===== src/rtl/alu_pkg.sv =====
// alu_pkg: opcodes, PSR bit positions and FSM states shared by alu_seq and its multiplier.
package alu_pkg;
  localparam logic [3:0] OP_ADD = 4'h0;
  localparam logic [3:0] OP_SUB = 4'h1;
  localparam logic [3:0] OP_AND = 4'h2;
  localparam logic [3:0] OP_XOR = 4'h3;
  localparam logic [3:0] OP_OR  = 4'h4;
  localparam logic [3:0] OP_CMP = 4'h5;
  localparam logic [3:0] OP_LSH = 4'h6;
  localparam logic [3:0] OP_MUL = 4'h7;
  localparam int PSR_W = 5;
  localparam int PSR_C = 0;
  localparam int PSR_F = 1;
  localparam int PSR_L = 2;
  localparam int PSR_Z = 3;
  localparam int PSR_N = 4;
  typedef enum logic [1:0] {IDLE, EXEC, DONE} state_e;
endpackage


===== src/rtl/alu_mul_iter.sv =====
// alu_mul_iter: start/done shift-add multiplier, one partial product per cycle over WIDTH cycles.
module alu_mul_iter #(
  parameter int WIDTH = 16
) (
  input  logic               clk,
  input  logic               reset_n,
  input  logic               start,
  input  logic               abort,
  input  logic [WIDTH-1:0]   a,
  input  logic [WIDTH-1:0]   b,
  output logic               done,
  output logic [2*WIDTH-1:0] prod
);
  localparam int CW = $clog2(WIDTH + 1);
  logic [2*WIDTH-1:0] acc_q, mc_q;
  logic [WIDTH-1:0]   mp_q;
  logic [CW-1:0]      cnt_q;
  logic               busy_q;
  // prod is the accumulator after this cycle's step, so the final product is ready alongside done
  assign prod = acc_q + (mp_q[0] ? mc_q : '0);
  assign done = busy_q && cnt_q == CW'(1);
  always_ff @(posedge clk or negedge reset_n) begin
    if (!reset_n) begin
      acc_q  <= '0;
      mc_q   <= '0;
      mp_q   <= '0;
      cnt_q  <= '0;
      busy_q <= 1'b0;
    end else if (abort) begin
      busy_q <= 1'b0;
    end else if (start) begin
      acc_q  <= '0;
      mc_q   <= {{WIDTH{1'b0}}, a};
      mp_q   <= b;
      cnt_q  <= CW'(WIDTH);
      busy_q <= 1'b1;
    end else if (busy_q) begin
      acc_q  <= prod;
      mc_q   <= mc_q << 1;
      mp_q   <= mp_q >> 1;
      cnt_q  <= cnt_q - CW'(1);
      busy_q <= cnt_q != CW'(1);
    end
  end
endmodule


===== src/rtl/alu_seq.sv =====
// alu_seq: multi-cycle ALU with valid/ready handshake, registered result and PSR.
// Define ALU_SEQ_MUL_EN to enable the iterative MUL op; otherwise opcode 0111 is illegal.
module alu_seq
  import alu_pkg::*;
#(
  parameter int WIDTH   = 16,
  parameter int SHAMT_W = $clog2(WIDTH)
) (
  input  logic             clk,
  input  logic             reset_n,
  input  logic             flush,
  input  logic             in_valid,
  output logic             in_ready,
  input  logic [3:0]       op,
  input  logic [WIDTH-1:0] rsrc,
  input  logic [WIDTH-1:0] rdest,
  output logic             out_valid,
  input  logic             out_ready,
  output logic [WIDTH-1:0] result,
  output logic             result_wr,
  output logic [PSR_W-1:0] psr,
  output logic             busy
);
  state_e             state_q, state_d;
  logic [3:0]         op_q, op_d;
  logic [SHAMT_W-1:0] cnt_q, cnt_d;
  logic [WIDTH-1:0]   work_q, work_d, result_q, result_d, sc_res, shifted;
  logic [PSR_W-1:0]   psr_q, psr_d, sc_psr;
  logic               dir_q, dir_d, wr_q, wr_d, sc_wr, accept;
  logic [WIDTH:0]     sum, diff;
  logic [SHAMT_W-1:0] amt;
  assign accept    = in_valid && state_q == IDLE;
  assign in_ready  = state_q == IDLE;
  assign busy      = state_q != IDLE;
  assign out_valid = state_q == DONE;
  assign result    = result_q;
  assign psr       = psr_q;
  assign result_wr = wr_q;
  assign sum       = {1'b0, rsrc} + {1'b0, rdest};
  assign diff      = {1'b0, rsrc} - {1'b0, rdest};
  assign amt       = rsrc[SHAMT_W-1:0];
  assign shifted   = dir_q ? work_q >> 1 : work_q << 1;
`ifdef ALU_SEQ_MUL_EN
  logic               mul_done;
  logic [2*WIDTH-1:0] mul_prod;
  alu_mul_iter #(.WIDTH(WIDTH)) u_mul (
    .clk     (clk),
    .reset_n (reset_n),
    .start   (accept && op == OP_MUL),
    .abort   (flush && state_q != IDLE),
    .a       (rsrc),
    .b       (rdest),
    .done    (mul_done),
    .prod    (mul_prod)
  );
`endif
  // Single-cycle ops; anything not listed (including LSH/MUL, handled by the FSM) is illegal here
  always_comb begin
    sc_res = '0;
    sc_psr = '0;
    sc_wr  = 1'b1;
    case (op)
      OP_ADD: begin
        sc_res        = sum[WIDTH-1:0];
        sc_psr[PSR_C] = sum[WIDTH];
        sc_psr[PSR_F] = rsrc[WIDTH-1] == rdest[WIDTH-1] && sum[WIDTH-1] != rsrc[WIDTH-1];
      end
      OP_SUB: begin
        sc_res        = diff[WIDTH-1:0];
        sc_psr[PSR_C] = diff[WIDTH];
        sc_psr[PSR_F] = rsrc[WIDTH-1] != rdest[WIDTH-1] && diff[WIDTH-1] != rsrc[WIDTH-1];
        sc_psr[PSR_L] = rdest < rsrc;
      end
      OP_AND: sc_res = rsrc & rdest;
      OP_XOR: sc_res = rsrc ^ rdest;
      OP_OR:  sc_res = rsrc | rdest;
      OP_CMP: begin
        sc_wr         = 1'b0;
        sc_res        = diff[WIDTH-1:0];
        sc_psr[PSR_Z] = rsrc == rdest;
        sc_psr[PSR_L] = rdest < rsrc;
        sc_psr[PSR_N] = $signed(rdest) < $signed(rsrc);
      end
      default: sc_wr = 1'b0;
    endcase
  end
  always_comb begin
    state_d  = state_q;
    op_d     = op_q;
    cnt_d    = cnt_q;
    work_d   = work_q;
    dir_d    = dir_q;
    result_d = result_q;
    psr_d    = psr_q;
    wr_d     = wr_q;
    case (state_q)
      IDLE: if (accept) begin
        op_d = op;
        if (op == OP_LSH) begin
          work_d = rdest;
          cnt_d  = amt;
          dir_d  = rsrc[WIDTH-1];
          if (amt == '0) begin
            state_d  = DONE;
            result_d = rdest;
            psr_d    = '0;
            wr_d     = 1'b1;
          end else begin
            state_d = EXEC;
          end
`ifdef ALU_SEQ_MUL_EN
        end else if (op == OP_MUL) begin
          state_d = EXEC;
`endif
        end else begin
          state_d  = DONE;
          result_d = sc_res;
          psr_d    = sc_psr;
          wr_d     = sc_wr;
        end
      end
      EXEC: if (flush) begin
        state_d = IDLE;
      end else if (op_q == OP_LSH) begin
        work_d = shifted;
        cnt_d  = cnt_q - SHAMT_W'(1);
        if (cnt_q == SHAMT_W'(1)) begin
          state_d  = DONE;
          result_d = shifted;
          psr_d    = '0;
          wr_d     = 1'b1;
        end
`ifdef ALU_SEQ_MUL_EN
      end else if (mul_done) begin
        state_d       = DONE;
        result_d      = mul_prod[WIDTH-1:0];
        psr_d         = '0;
        psr_d[PSR_C]  = |mul_prod[2*WIDTH-1:WIDTH];
        wr_d          = 1'b1;
`endif
      end
      DONE: state_d = flush || out_ready ? IDLE : DONE;
      default: state_d = IDLE;
    endcase
  end
  always_ff @(posedge clk or negedge reset_n) begin
    if (!reset_n) begin
      state_q  <= IDLE;
      op_q     <= '0;
      cnt_q    <= '0;
      work_q   <= '0;
      dir_q    <= 1'b0;
      result_q <= '0;
      psr_q    <= '0;
      wr_q     <= 1'b0;
    end else begin
      state_q  <= state_d;
      op_q     <= op_d;
      cnt_q    <= cnt_d;
      work_q   <= work_d;
      dir_q    <= dir_d;
      result_q <= result_d;
      psr_q    <= psr_d;
      wr_q     <= wr_d;
    end
  end
endmodule


===== config.mk =====
export PLATFORM = sky130hd
export DESIGN_NAME = alu_seq
export DESIGN_NICKNAME = d
export VERILOG_FILES = /design/src/rtl/alu_pkg.sv /design/src/rtl/alu_mul_iter.sv /design/src/rtl/alu_seq.sv
export SDC_FILE = /design/constraint.sdc
export NUM_CORES = 1
export LEC_CHECK = 0
export CAP_MARGIN = 20
export CORE_ASPECT_RATIO = 1.75
export CORE_MARGIN = 3
export CORE_UTILIZATION = 55
export CTS_CLUSTER_DIAMETER = 120
export DETAILED_ROUTE_END_ITERATION = 10
export MAX_ROUTING_LAYER = met4
export PLACE_DENSITY = 0.9
export SLEW_MARGIN = 40
export SYNTH_ARGS = -nofsm -noshare
export SYNTH_HDL_FRONTEND = slang
export SYNTH_SLANG_ARGS = --single-unit

===== constraint.sdc =====
create_clock -name clk -period 3.4 [get_ports clk]
set_clock_uncertainty 0.2 [all_clocks]
set_input_delay 0.51 -clock clk [delete_from_list [all_inputs] [get_ports clk]]
set_output_delay 0.51 -clock clk [all_outputs]
set_load 0.01 [all_outputs]

# Yosys cells after proc, flatten, opt, wreduce, memory -nomap -nowiden
# Index checks and enable logic that the tools add are counted.
dict set report totals {
  register_bits 49
  inputBits 41
  wordCells 100
}
dict set report op_classes {
  addsub 3
  n_lt_le_gt_ge 2
  eq_ne 23
  n_mux 45
  n_bitwise 3
  n_reduce_logical 16
}
# operator n
set op_table {}
lappend op_table {{$mux 16} 11}
lappend op_table {{$pmux 16 s5} 1}
lappend op_table {{$pmux 16 s2} 2}
lappend op_table {{$lt 16x16->1} 2}
lappend op_table {{$mux 5} 6}
lappend op_table {{$add 16x16->17} 1}
lappend op_table {{$sub 16x16->17} 1}
lappend op_table {{$and 16x16->16} 1}
lappend op_table {{$eq 16x16->1} 1}
lappend op_table {{$eq 4x3->1 const B} 4}
lappend op_table {{$mux 2} 8}
lappend op_table {{$mux 4} 4}
lappend op_table {{$or 16x16->16} 1}
lappend op_table {{$xor 16x16->16} 1}
lappend op_table {{$pmux 5 s2} 1}
lappend op_table {{$eq 4x1->1 const B} 2}
lappend op_table {{$eq 4x2->1 const B} 2}
lappend op_table {{$logic_not 4->1} 2}
lappend op_table {{$mux 1} 8}
lappend op_table {{$pmux 4 s2} 1}
lappend op_table {{$ne 2x2->1 const B} 3}
lappend op_table {{$ne 3x3->1 const B} 2}
lappend op_table {{$pmux 2 s3} 1}
lappend op_table {{$reduce_and 3->1} 2}
lappend op_table {{18 further kinds} 24}

# Logic depth before layout (Yosys ltp)
# Gate-level depths: netlist of run 1.
dict set report logic_depth {
  depth_word 7
  mapped_depth 11
}

# Worst setup path after synthesis of run 1
# OpenSTA, ideal clock, no wires.
dict set report synth_path {
  path_kind {input to register}
  start {input port rsrc[0]}
  end {register result_q[6], in the netlist result[6]}
  t_arrival_ns 2.712
  t_required_ns 3.071
  slack_ns 0.359
  stages 11
  n_path_buf 0
  path_cell_list {inv_1 ha_1 fa_1 nor3_1 o31ai_1 a21oi_1 mux2_2 a221oi_1 o311ai_0 a221oi_1 o21ai_0}
}
dict set report synth_between {
  elab_chain_cells 5
  word_cells_on_any_way 9
  classes_between {add/sub: 2; eq/ne: 1; mux: 4; reduce/logical: 2}
}
# item line
set synth_lines {}
lappend synth_lines {{start: declaration} alu_seq.sv:15} ;# input logic [WIDTH-1:0] rsrc,
lappend synth_lines {{$sub 16x16->17 or $add 16x16->17 (tied branches)} {alu_seq.sv:40, alu_seq.sv:39}}
lappend synth_lines {{$pmux 16 s5} alu_seq.sv:62} ;# case (op)
lappend synth_lines {{$mux 16} alu_seq.sv:99} ;# if (op == OP_LSH) begin
lappend synth_lines {{$mux 16} alu_seq.sv:97} ;# IDLE: if (accept) begin
lappend synth_lines {{$pmux 16 s2} alu_seq.sv:96} ;# case (state_q)
lappend synth_lines {{end signal: assignment} alu_seq.sv:162} ;# result_q <= result_d;
lappend synth_lines {{end: declaration} alu_seq.sv:27} ;# logic [WIDTH-1:0] work_q, work_d, result_q, result_d, sc_res, shifted;
# Parallel ways exist; a longest one is shown, timed or not. The select of a mux whose other input is x is not followed.
# A chain may end at the register's enable or synchronous reset.

# Worst setup path after layout of run 1
dict set report layout_path {
  start {input port rsrc[2]}
  end {register result_q[15], in the netlist result[15]}
}
# The elaborated chain is that of the path after synthesis.

==> impl_summary.log, run 1 <==
INFO  metric netlist-cell-type-count = 68
INFO  metric setup-tns-final = 0 ps
INFO  metric vdd_ir_drop_max = 346 uV
INFO  metric finalCriticalPeriod = 3320 ps
INFO  metric syn_avg_cell_area = 7.87 um^2
INFO  metric tritoncts_clock_tree = yes
INFO  metric multi_input_area = 3730 um^2
INFO  metric synth_warnings = 0
INFO  metric timing.hold.worst_endpoint = result[1]
INFO  metric layout.cells.most_common_list = sky130_fd_sc_hd__buf_4 (106), sky130_fd_sc_hd__nor2_1 (68), sky130_fd_sc_hd__ha_1 (66)
INFO  metric drt-vias-per-instance = 6.38
INFO  metric vias = 6007
INFO  metric result_of_the_run = finished clean
INFO  metric timing.reg2reg.setup_slack = 1000 ps
INFO  metric area.sequential = 1230 um^2
INFO  metric avgRoutedWirePerCell = 19.9 um
INFO  metric criticalPathCategory = primary input to flop
INFO  metric grt_first_pass_wirelength = 29800 um
INFO  metric worst_ep_arrival = 3300 ps
INFO  metric syn-num-nets = 796
INFO  metric r2r_cells = 7
INFO  metric setup_viol = 0
INFO  metric cts.path.max_buffers = 2
INFO  metric slew-limit-headroom = 0.608
INFO  metric syn_inst = 686
INFO  metric postSynth.topFlopCell = sky130_fd_sc_hd__dfrtp_1
INFO  metric worstPathRequired = 3380 ps
INFO  metric syn_to_final_growth = 28.3%
INFO  metric worst_pin_slew = 587 ps
INFO  metric most_frequent_standard_cell_in_the_layout_excluding_fill_and_tap_cells = sky130_fd_sc_hd__buf_4
INFO  metric mappedNetlistArea = 5400 um^2
INFO  metric htreeDepth = 2
INFO  metric rsz0062_at_grt = true
INFO  metric cts_num_sinks = 49
INFO  metric synth_top_area_frac = 0.227
INFO  metric grt_max_degree = 40
INFO  metric final_min_period_over_clock_period = 0.977
INFO  metric power_per_cell_area = 340 nW/um^2
INFO  metric grt.overflow.total = 0
INFO  metric hold_path.class = flop to flop
INFO  metric startpoint_type_of_the_worst_setup_path = primary input
INFO  metric final.fill_count = 801
INFO  metric ctsRootBufferMaster = sky130_fd_sc_hd__clkbuf_16
INFO  metric reg2reg_to = result[9]
INFO  metric firstDrtPassIters = 8
INFO  metric hpwl = 15200 um
INFO  metric finalCoreUtilization = 0.727
INFO  metric drt_wl_total = 18700 um
INFO  metric gr-usage-all-layers = 0.353
INFO  metric max_cap_viol_count = 0
INFO  metric portBuffers = 65
INFO  metric core.rowCount = 47
INFO  metric remaining_drc_errors = 0
INFO  metric top_level_ports = 66
INFO  metric die_area = 11100 um^2
INFO  metric n_antenna_cell = 0
INFO  metric netlist_top_cells_area = sky130_fd_sc_hd__dfrtp_1 (23%), sky130_fd_sc_hd__ha_1 (16%), sky130_fd_sc_hd__o21ai_0 (6.2%)
INFO  metric first_global_vias = 5895
INFO  metric gp_congestion = 1.01
INFO  metric worst_skew_pair.late_latency = 300 ps
INFO  metric die_width = 80.9 um
INFO  metric dr.first_iter.drc_count = 688
INFO  metric timing_hold_violations_final = 0
INFO  metric num-nets-final = 929
INFO  metric post_synthesis_sequential_area_ratio = 0.227
INFO  metric placeableCoreArea = 9530 um^2
INFO  metric route.antenna.remaining_nets = 0
INFO  metric synth_seq_cells = 49
INFO  metric clk_pin_slew_worst_paths = 70 ps
INFO  metric timing.hold.worst.start = result[1]
INFO  metric static-leakage-power = 0.00325 uW
INFO  metric number_of_buffers_created_by_cts = 5
INFO  metric fmax = 301 MHz
INFO  metric number_of_antenna_violations_at_the_first_check_in_global_routing = 0
INFO  metric report.final.slew_viol_count = 0
INFO  metric synth-async-reset-ratio = 1.00
INFO  metric critical_path.reg2reg.startpoint = state_q[1]
INFO  metric synth_enable_flop_cells = 0
INFO  metric cp-end-kind = flop
INFO  metric worst-path-max-fanout = 4
INFO  metric layout-drive-gt1-share = 0.176
INFO  metric post_synthesis_cell_type_with_the_largest_combined_area = sky130_fd_sc_hd__dfrtp_1
INFO  metric hold_path_depth = 2
INFO  metric initial_utilization = 0.567
INFO  metric chipHeight = 137 um
power breakdown:
group | total (uW) | internal [uW] | switching (uW)
clock network | 503 | 274 | 229
logic | 1040 | 495 | 543
registers | 814 | 704 | 110
cell type report:
cell class,count,area share
repair buffers,172,0.212
clock buffers,5,0.0181
clock inverters,3,0.00307
inverters,54,0.0293
well taps,122,0.0220
multi-input cells,537,0.538
flip-flops and latches,49,0.177
cell families (layout without fill, tap and decap cells):
group | after synthesis | after routing | synth area share
muxes | 21 | 21 | 0.0403
buffers and inverters | 100 | 234 | 0.0960
and+or+nand+nor | 211 | 211 | 0.184
AOI/OAI and AO/OA | 233 | 233 | 0.285
adders and majority gates | 69 | 69 | 0.163
DFF | 49 | 49 | 0.227
xor gates and xnor gates | 3 | 3 | 0.00487
synthesized netlist by cell type, types with 5 or more instances:
master and n:
sky130_fd_sc_hd__nor2_1 68, sky130_fd_sc_hd__ha_1 67, sky130_fd_sc_hd__o21ai_0 67, sky130_fd_sc_hd__nand2_1 56, sky130_fd_sc_hd__inv_1 54, sky130_fd_sc_hd__dfrtp_1 49
sky130_fd_sc_hd__a21oi_1 47, sky130_fd_sc_hd__clkbuf_1 22, sky130_fd_sc_hd__nor3_1 18, sky130_fd_sc_hd__a31oi_1 17, sky130_fd_sc_hd__mux2i_1 15, sky130_fd_sc_hd__a221oi_1 13
sky130_fd_sc_hd__nand3_1 13, sky130_fd_sc_hd__buf_6 12, sky130_fd_sc_hd__nand2b_1 10, sky130_fd_sc_hd__nor2b_1 10, sky130_fd_sc_hd__a21o_1 9, sky130_fd_sc_hd__o31ai_1 8
sky130_fd_sc_hd__and3_1 6, sky130_fd_sc_hd__mux2_2 6, sky130_fd_sc_hd__o41ai_1 6, sky130_fd_sc_hd__a211oi_1 5, sky130_fd_sc_hd__a221o_1 5, sky130_fd_sc_hd__a22oi_1 5
sky130_fd_sc_hd__and2_1 5, sky130_fd_sc_hd__nor4_1 5
per-layer routing:
metal / GRT usage / vias to the layer above / part of all wire
li1: - / 2734 / -
met2: 0.611 / 329 / 0.52
met5: - / - / 0
met4: 0.154 / 0 / 0.044
met1: 0.410 / 2867 / 0.37
met3: 0.0316 / 77 / 0.065
registers in the layout, indices dropped and copies added, names as in the netlist:
| signal | flops |
|---|---|
| cnt_q | 4 |
| dir_q | 1 |
| op_q | 4 |
| psr | 5 |
| result | 16 |
| result_wr | 1 |
| state_q | 2 |
| work_q | 16 |
worst max path at each step:
stage	from	end	slack, ps	cells after the start
after floorplan	rsrc[0]	result[6]	360	11
after global placement	rsrc[0]	result[6]	-330	12
after detailed placement	rsrc[0]	result[6]	-420	12
after CTS	rsrc[0]	result[6]	-10	12
after global routing	rsrc[0]	result[6]	-10	12
final	rsrc[2]	result[15]	80	13
per-stage QoR:
stage	total power, uW	worst slack (ps)	hold WS (ps)	cells	area, um^2
floorplan	1350	359	14.4	686	5400
global placement	1780	-331	263	933	6710
detailed placement	1820	-422	279	933	6710
CTS	2330	-12.5	113	941	6870
global route	2470	-14.0	308	942	6930
finish	2350	78.2	292	942	6930
repair_timing:
item                                    CTS  global route
cloned                                    0             0
setup buffers                             0             0
hold buffers                              0             1
endpoints found under the setup margin    2            12
endpoints found under the hold margin     0             6
gates resized for setup                   4            13
pin swaps                                 0             5
critical path, cell delays in order:
cell and delay, ps:
sky130_fd_sc_hd__clkdlybuf4s50_1 490, sky130_fd_sc_hd__inv_1 70, sky130_fd_sc_hd__ha_1 350, sky130_fd_sc_hd__buf_4 180
sky130_fd_sc_hd__nand2_1 50, sky130_fd_sc_hd__nor3_1 40, sky130_fd_sc_hd__a221o_1 400, sky130_fd_sc_hd__buf_4 190
sky130_fd_sc_hd__a31oi_2 260, sky130_fd_sc_hd__a21oi_1 160, sky130_fd_sc_hd__buf_4 170, sky130_fd_sc_hd__a221oi_1 320
sky130_fd_sc_hd__nor2_1 100
Power figures use the tool's default switching activity.
==> run 2, diff against run 1 <==
--- a/config.mk
+++ b/config.mk
@@ -17,3 +17,4 @@
 export SYNTH_ARGS = -nofsm -noshare
 export SYNTH_HDL_FRONTEND = slang
 export SYNTH_SLANG_ARGS = --single-unit
+export TNS_END_PERCENT = 20
==> results of run 2 <==
Final layout, timing and power as in run 1 (identical DEF).
